===== config.mk =====
export PLATFORM = sky130hd
export DESIGN_NAME = ir_fetch_ctrl
export DESIGN_NICKNAME = d
export VERILOG_FILES = /design/src/rtl/ir_fetch_ctrl_pkg.sv /design/src/rtl/ir_fetch_ctrl_pc_counter.sv /design/src/rtl/ir_fetch_ctrl.sv
export SDC_FILE = /design/constraint.sdc
export NUM_CORES = 1
export LEC_CHECK = 0
export BUFFER_PORTS_ARGS = -buffer_cell sky130_fd_sc_hd__buf_2
export CAP_MARGIN = 20
export CORE_MARGIN = 5
export CORE_UTILIZATION = 45
export DETAILED_ROUTE_END_ITERATION = 6
export PLACE_DENSITY = 0.79
export RECOVER_POWER = 50
export REMOVE_ABC_BUFFERS = 1
export SLEW_MARGIN = 20
export SYNTH_ARGS = -nofsm -noshare
export SYNTH_HDL_FRONTEND = slang
export SYNTH_HIERARCHICAL = 1
export SYNTH_SLANG_ARGS = --single-unit
export TNS_END_PERCENT = 5

===== constraint.sdc =====
create_clock -name clk -period 2.87 [get_ports clk]
set_clock_uncertainty 0.05 [all_clocks]
set_input_delay 0.1435 -clock clk [delete_from_list [all_inputs] [get_ports clk]]
set_output_delay 0.1435 -clock clk [all_outputs]
set_load 0.005 [all_outputs]

===== src/rtl/ir_fetch_ctrl_pkg.sv =====
// Shared definitions for the instruction fetch controller: widths,
// instruction field positions and the FSM state encoding.
package ir_fetch_ctrl_pkg;

    localparam int BYTE_W = 8;
    localparam int ADDR_W = 8;
    localparam int IR_W   = 2 * BYTE_W;

    // Instruction field bit positions within ir (bit 11 is unused)
    localparam int OPCODE_HI     = 15;
    localparam int OPCODE_LO     = 12;
    localparam int ADDR_MODE_BIT = 10;
    localparam int RSEL_HI       = 9;
    localparam int RSEL_LO       = 8;
    localparam int ADDRESS_HI    = 7;
    localparam int ADDRESS_LO    = 0;

    typedef enum logic [2:0] {
        S_IDLE    = 3'd0,
        S_REQ_LO  = 3'd1,
        S_WAIT_LO = 3'd2,
        S_REQ_HI  = 3'd3,
        S_WAIT_HI = 3'd4,
        S_OUT     = 3'd5,
        S_DRAIN   = 3'd6
    } fetch_state_t;

endpackage


===== src/rtl/ir_fetch_ctrl_pc_counter.sv =====
// Fetch address counter: synchronous reset, load has priority over
// increment, otherwise hold. Wraps modulo 2^W.
module pc_counter #(
    parameter int         W         = 8,
    parameter logic [W-1:0] RESET_VAL = '0
) (
    input  logic         clk,
    input  logic         rst,
    input  logic         load,
    input  logic [W-1:0] load_val,
    input  logic         inc,
    output logic [W-1:0] pc
);

    // Reset > load > increment > hold
    always_ff @(posedge clk) begin
        if (rst)
            pc <= RESET_VAL;
        else if (load)
            pc <= load_val;
        else if (inc)
            pc <= pc + 1'b1;
    end

endmodule


===== src/rtl/ir_fetch_ctrl.sv =====
// Two-byte instruction fetch controller. Issues one byte read at a time,
// assembles a 16-bit instruction (low byte first) and hands it to the
// decoder with a valid/ready handshake. A redirect (pc_load) abandons the
// current fetch; a read already on the bus is drained and its data dropped.
//
// state     | meaning
// ----------+------------------------------------------------------
// S_IDLE    | stopped, waiting for run
// S_REQ_LO  | read strobe for low byte
// S_WAIT_LO | waiting for low byte
// S_REQ_HI  | read strobe for high byte
// S_WAIT_HI | waiting for high byte
// S_OUT     | instruction presented, waiting for inst_ready
// S_DRAIN   | redirected with a read in flight, discard its response
module ir_fetch_ctrl
    import ir_fetch_ctrl_pkg::*;
#(
    parameter logic [ADDR_W-1:0] RESET_PC = 8'h00
) (
    input  logic              clk,
    input  logic              rst,
    input  logic              run,
    input  logic              pc_load,
    input  logic [ADDR_W-1:0] pc_in,
    output logic              mem_rd,
    output logic [ADDR_W-1:0] mem_addr,
    input  logic              mem_valid,
    input  logic [BYTE_W-1:0] mem_data,
    output logic              inst_valid,
    input  logic              inst_ready,
    output logic [IR_W-1:0]   ir,
    output logic [ADDR_W-1:0] pc,
    output logic [3:0]        opcode,
    output logic              addr_mode,
    output logic [1:0]        rsel,
    output logic [7:0]        address,
    output logic              busy
);

    fetch_state_t state;
    logic         in_wait;
    logic         pc_inc;

    assign in_wait = (state == S_WAIT_LO) || (state == S_WAIT_HI);
    // A captured byte advances pc unless a redirect wins the same edge
    assign pc_inc  = in_wait && mem_valid && !pc_load;

    pc_counter #(
        .W         (ADDR_W),
        .RESET_VAL (RESET_PC)
    ) u_pc (
        .clk      (clk),
        .rst      (rst),
        .load     (pc_load),
        .load_val (pc_in),
        .inc      (pc_inc),
        .pc       (pc)
    );

    // Fetch sequencing and instruction register capture
    always_ff @(posedge clk) begin
        if (rst) begin
            state <= S_IDLE;
            ir    <= '0;
        end else begin
            case (state)
                S_IDLE: begin
                    if (!pc_load && run)
                        state <= S_REQ_LO;
                end
                S_REQ_LO: state <= pc_load ? S_DRAIN : S_WAIT_LO;
                S_REQ_HI: state <= pc_load ? S_DRAIN : S_WAIT_HI;
                S_WAIT_LO: begin
                    if (pc_load)
                        state <= mem_valid ? S_REQ_LO : S_DRAIN;
                    else if (mem_valid) begin
                        ir[BYTE_W-1:0] <= mem_data;
                        state          <= S_REQ_HI;
                    end
                end
                S_WAIT_HI: begin
                    if (pc_load)
                        state <= mem_valid ? S_REQ_LO : S_DRAIN;
                    else if (mem_valid) begin
                        ir[IR_W-1:BYTE_W] <= mem_data;
                        state             <= S_OUT;
                    end
                end
                S_OUT: begin
                    if (pc_load)
                        state <= S_REQ_LO;
                    else if (inst_ready)
                        state <= run ? S_REQ_LO : S_IDLE;
                end
                S_DRAIN: begin
                    if (mem_valid)
                        state <= S_REQ_LO;
                end
                default: state <= S_IDLE;
            endcase
        end
    end

    assign mem_rd     = (state == S_REQ_LO) || (state == S_REQ_HI);
    assign mem_addr   = pc;
    assign inst_valid = (state == S_OUT);
    assign busy       = (state != S_IDLE);

    assign opcode    = ir[OPCODE_HI:OPCODE_LO];
    assign addr_mode = ir[ADDR_MODE_BIT];
    assign rsel      = ir[RSEL_HI:RSEL_LO];
    assign address   = ir[ADDRESS_HI:ADDRESS_LO];

endmodule

==> flow_metrics.env <==
export IMPL_status="finished, final reports clean"
export IMPL_tightest_slew_ps=483
export IMPL_post_synth_num_cell_types=37
export IMPL_syn_avg_cell_area_um2=8.93
export IMPL_slew_headroom_pct=67.8
export IMPL_coreArea_um2=3100
export IMPL_seq_area_frac_synth_pct=36.7
export IMPL_ys_warn_count=6
export IMPL_grt_usage_pct=14.5
export IMPL_hold_depth=3
export IMPL_min_path_type="input pin to flop"
export IMPL_die_area_um2=4520
export IMPL_antenna_found_initial=0
export IMPL_fin_crit_ps=2300
export IMPL_layout_nets=236
export IMPL_n_fill_cell=323
export IMPL_routed_wl_um=3120
export IMPL_synth_top_family_by_area="simple AND/OR/NAND/NOR gates"
export IMPL_synthAdderAreaFrac_pct=0.850
export IMPL_crit_required_ps=3070
export IMPL_setup_viol=0
export IMPL_slew_violations=0
export IMPL_muxShareOfSynthArea_pct=13.0
export IMPL_mostFrequentLayoutCells="buf_2, dfxtp_1, nor2_1"
export IMPL_grt_pass1_vias=1263
export IMPL_crit_path_max_fanout=11
export IMPL_num_rows=20
export IMPL_worst_setup_path_type="flop to flop"
export IMPL_layout_cells_most_common="buf_2"
export IMPL_crit_path_start_kind="flop"
export IMPL_finalCritPeriodShare_pct=80.2
export IMPL_place_ws_ps=606
export IMPL_htreeDepth=1
export IMPL_whs_ps=7.90
export IMPL_async_reset_ff_share_pct=0
export IMPL_rsz0062_at_grt="false"
export IMPL_maxCapViolCount=0
export IMPL_synth_flop_cell="dfxtp_1"
export IMPL_final_layout_size_suffix_gt1_share_pct=29.7
export IMPL_areaGrowthSynthToFinish_pct=15.0
export IMPL_drtIter0Drc=66
export IMPL_routed_via_count=1280
export IMPL_multi_input_area_um2=678
export IMPL_grt_pass1_wl_um=5140
export IMPL_ios=72
export IMPL_powerDensity_nw_per_um2=538
export IMPL_fmax_mhz=435
export IMPL_setup_slack_ps=569
export IMPL_worstPathArrival_ps=2500
export IMPL_finalHoldViolations=0
export IMPL_grt_max_degree=30
export IMPL_grt_overflow_total=0
export IMPL_gp_congestion=0.786
export IMPL_peakVddDrop_mv=0.262
export IMPL_regArea_um2=541
export IMPL_dp_hpwl_um=2310
export IMPL_drtAntennaViolNets=0
export IMPL_ys_ff_latch=27
export IMPL_synth_compound_area_share_pct=10.5
export IMPL_syn_area_um2=1470
export IMPL_clkTransAtPathRegs_ps=130
export IMPL_avgViaCountPerCell=5.00
export IMPL_cts_hold_buf=2
export IMPL_synth_edf_count=0
export IMPL_timing_setup_tns_ps=0
export IMPL_wl_per_cell_um=12.2
export IMPL_p_leak_uw=0.000868
export IMPL_cp_end_kind="flop"
export IMPL_reg2reg_depth=6
export IMPL_cts_sinks=27
export IMPL_cts_root_buf="clkbuf_4"
export IMPL_syn_inst=165
export IMPL_synthSimpleGateAreaFrac_pct=18.7
export IMPL_cts_tree="yes"
export IMPL_dr_pass1_iters=4
export IMPL_die_w_um=67.2
export IMPL_die_h_um=67.2
export IMPL_placed_area_um2=1660
export IMPL_insertion_delay_ps=320
export IMPL_clockBufferDepth=2
export IMPL_utilization_pct=54.6
export IMPL_drc=0
export IMPL_cts_resized=0
export IMPL_fin_area_um2=1690
export IMPL_cts_setup_buffers=0
export IMPL_start_util_pct=47.5
export IMPL_synth_xor_area_share_pct=2.97
export IMPL_cts_buffers_inserted=3
export IMPL_io_buffer_count=71
export IMPL_diodes=0
## synthesized netlist by cell type (2+ instances only)
master / instances / area [µm²]
inv_1: 2 / 7.51
o211ai_1: 4 / 30.0
nand2_1: 6 / 22.5
nand4_1: 3 / 18.8
nor2_1: 26 / 97.6
nand3_1: 4 / 20.0
a21oi_1: 7 / 35.0
mux2i_1: 18 / 180
buf_2: 2 / 10.0
buf_6: 3 / 33.8
nor3b_1: 3 / 22.5
clkbuf_1: 4 / 15.0
or4_1: 3 / 22.5
buf_4: 25 / 188
o21ai_0: 2 / 10.0
a211oi_1: 3 / 22.5
dfxtp_1: 27 / 541
xor2_1: 4 / 35.0
## final cells by class
class,count,area share (%)
clock buffers,4,1.55
multi-input cells,102,40.1
repair buffers,77,22.8
inverters,2,0.443
well taps,44,3.25
flip-flops and latches,27,31.9
## worst max-delay path: stages, from the launching register on
cell      delay [ps]
dfxtp_1          530
nand2_1           80
or4_4            530
nand2_1          120
or3b_1           350
or4_1            470
o211ai_1         100
## flip-flops by register name, indices dropped and copies added (netlist names)
signal,cells
state,3
ir,16
u_pc/pc,8
## cells by family after synthesis
logic type / count (synthesis)
simple gates: 54
xor+xnor: 5
fa+ha+maj: 1
buf+inv: 36
mux: 19
flops: 27
compound gates: 23
## power breakdown
group          switching [µW]  internal [µW]  total [µW]
registers                68.9            413         481
clock network             109           54.4         163
logic                     120            146         266
## layer usage
| metal | vias up | GRT usage, % | part of all wire, % |
|---|---|---|---|
| li1 | 641 | - | - |
| met1 | 583 | 17.4 | 42 |
| met2 | 52 | 25.0 | 48 |
| met3 | 4 | 3.16 | 8.7 |
| met4 | 0 | 6.08 | 1.2 |
| met5 | - | 0 | 0 |
## stage by stage
step | std cells | total power, µW
final | 256 | 911
after global routing | 256 | 978
after detailed placement | 249 | 757
after floorplan | 131 | 635
after CTS | 255 | 923
after global placement | 249 | 752
## worst paths after layout
kind	startpoint	endpoint	slack, ps
min reg2reg	ir[3]$_SDFFE_PP0P_	ir[3]$_SDFFE_PP0P_	480
max	state[2]$_SDFFE_PP0P_	u_pc/pc[7]$_SDFFE_PP0P_	570
min	mem_data[0]	ir[0]$_SDFFE_PP0P_	8
max reg2reg	state[2]$_SDFFE_PP0P_	u_pc/pc[7]$_SDFFE_PP0P_	570
Note: power is estimated with default switching activity, not from simulation.
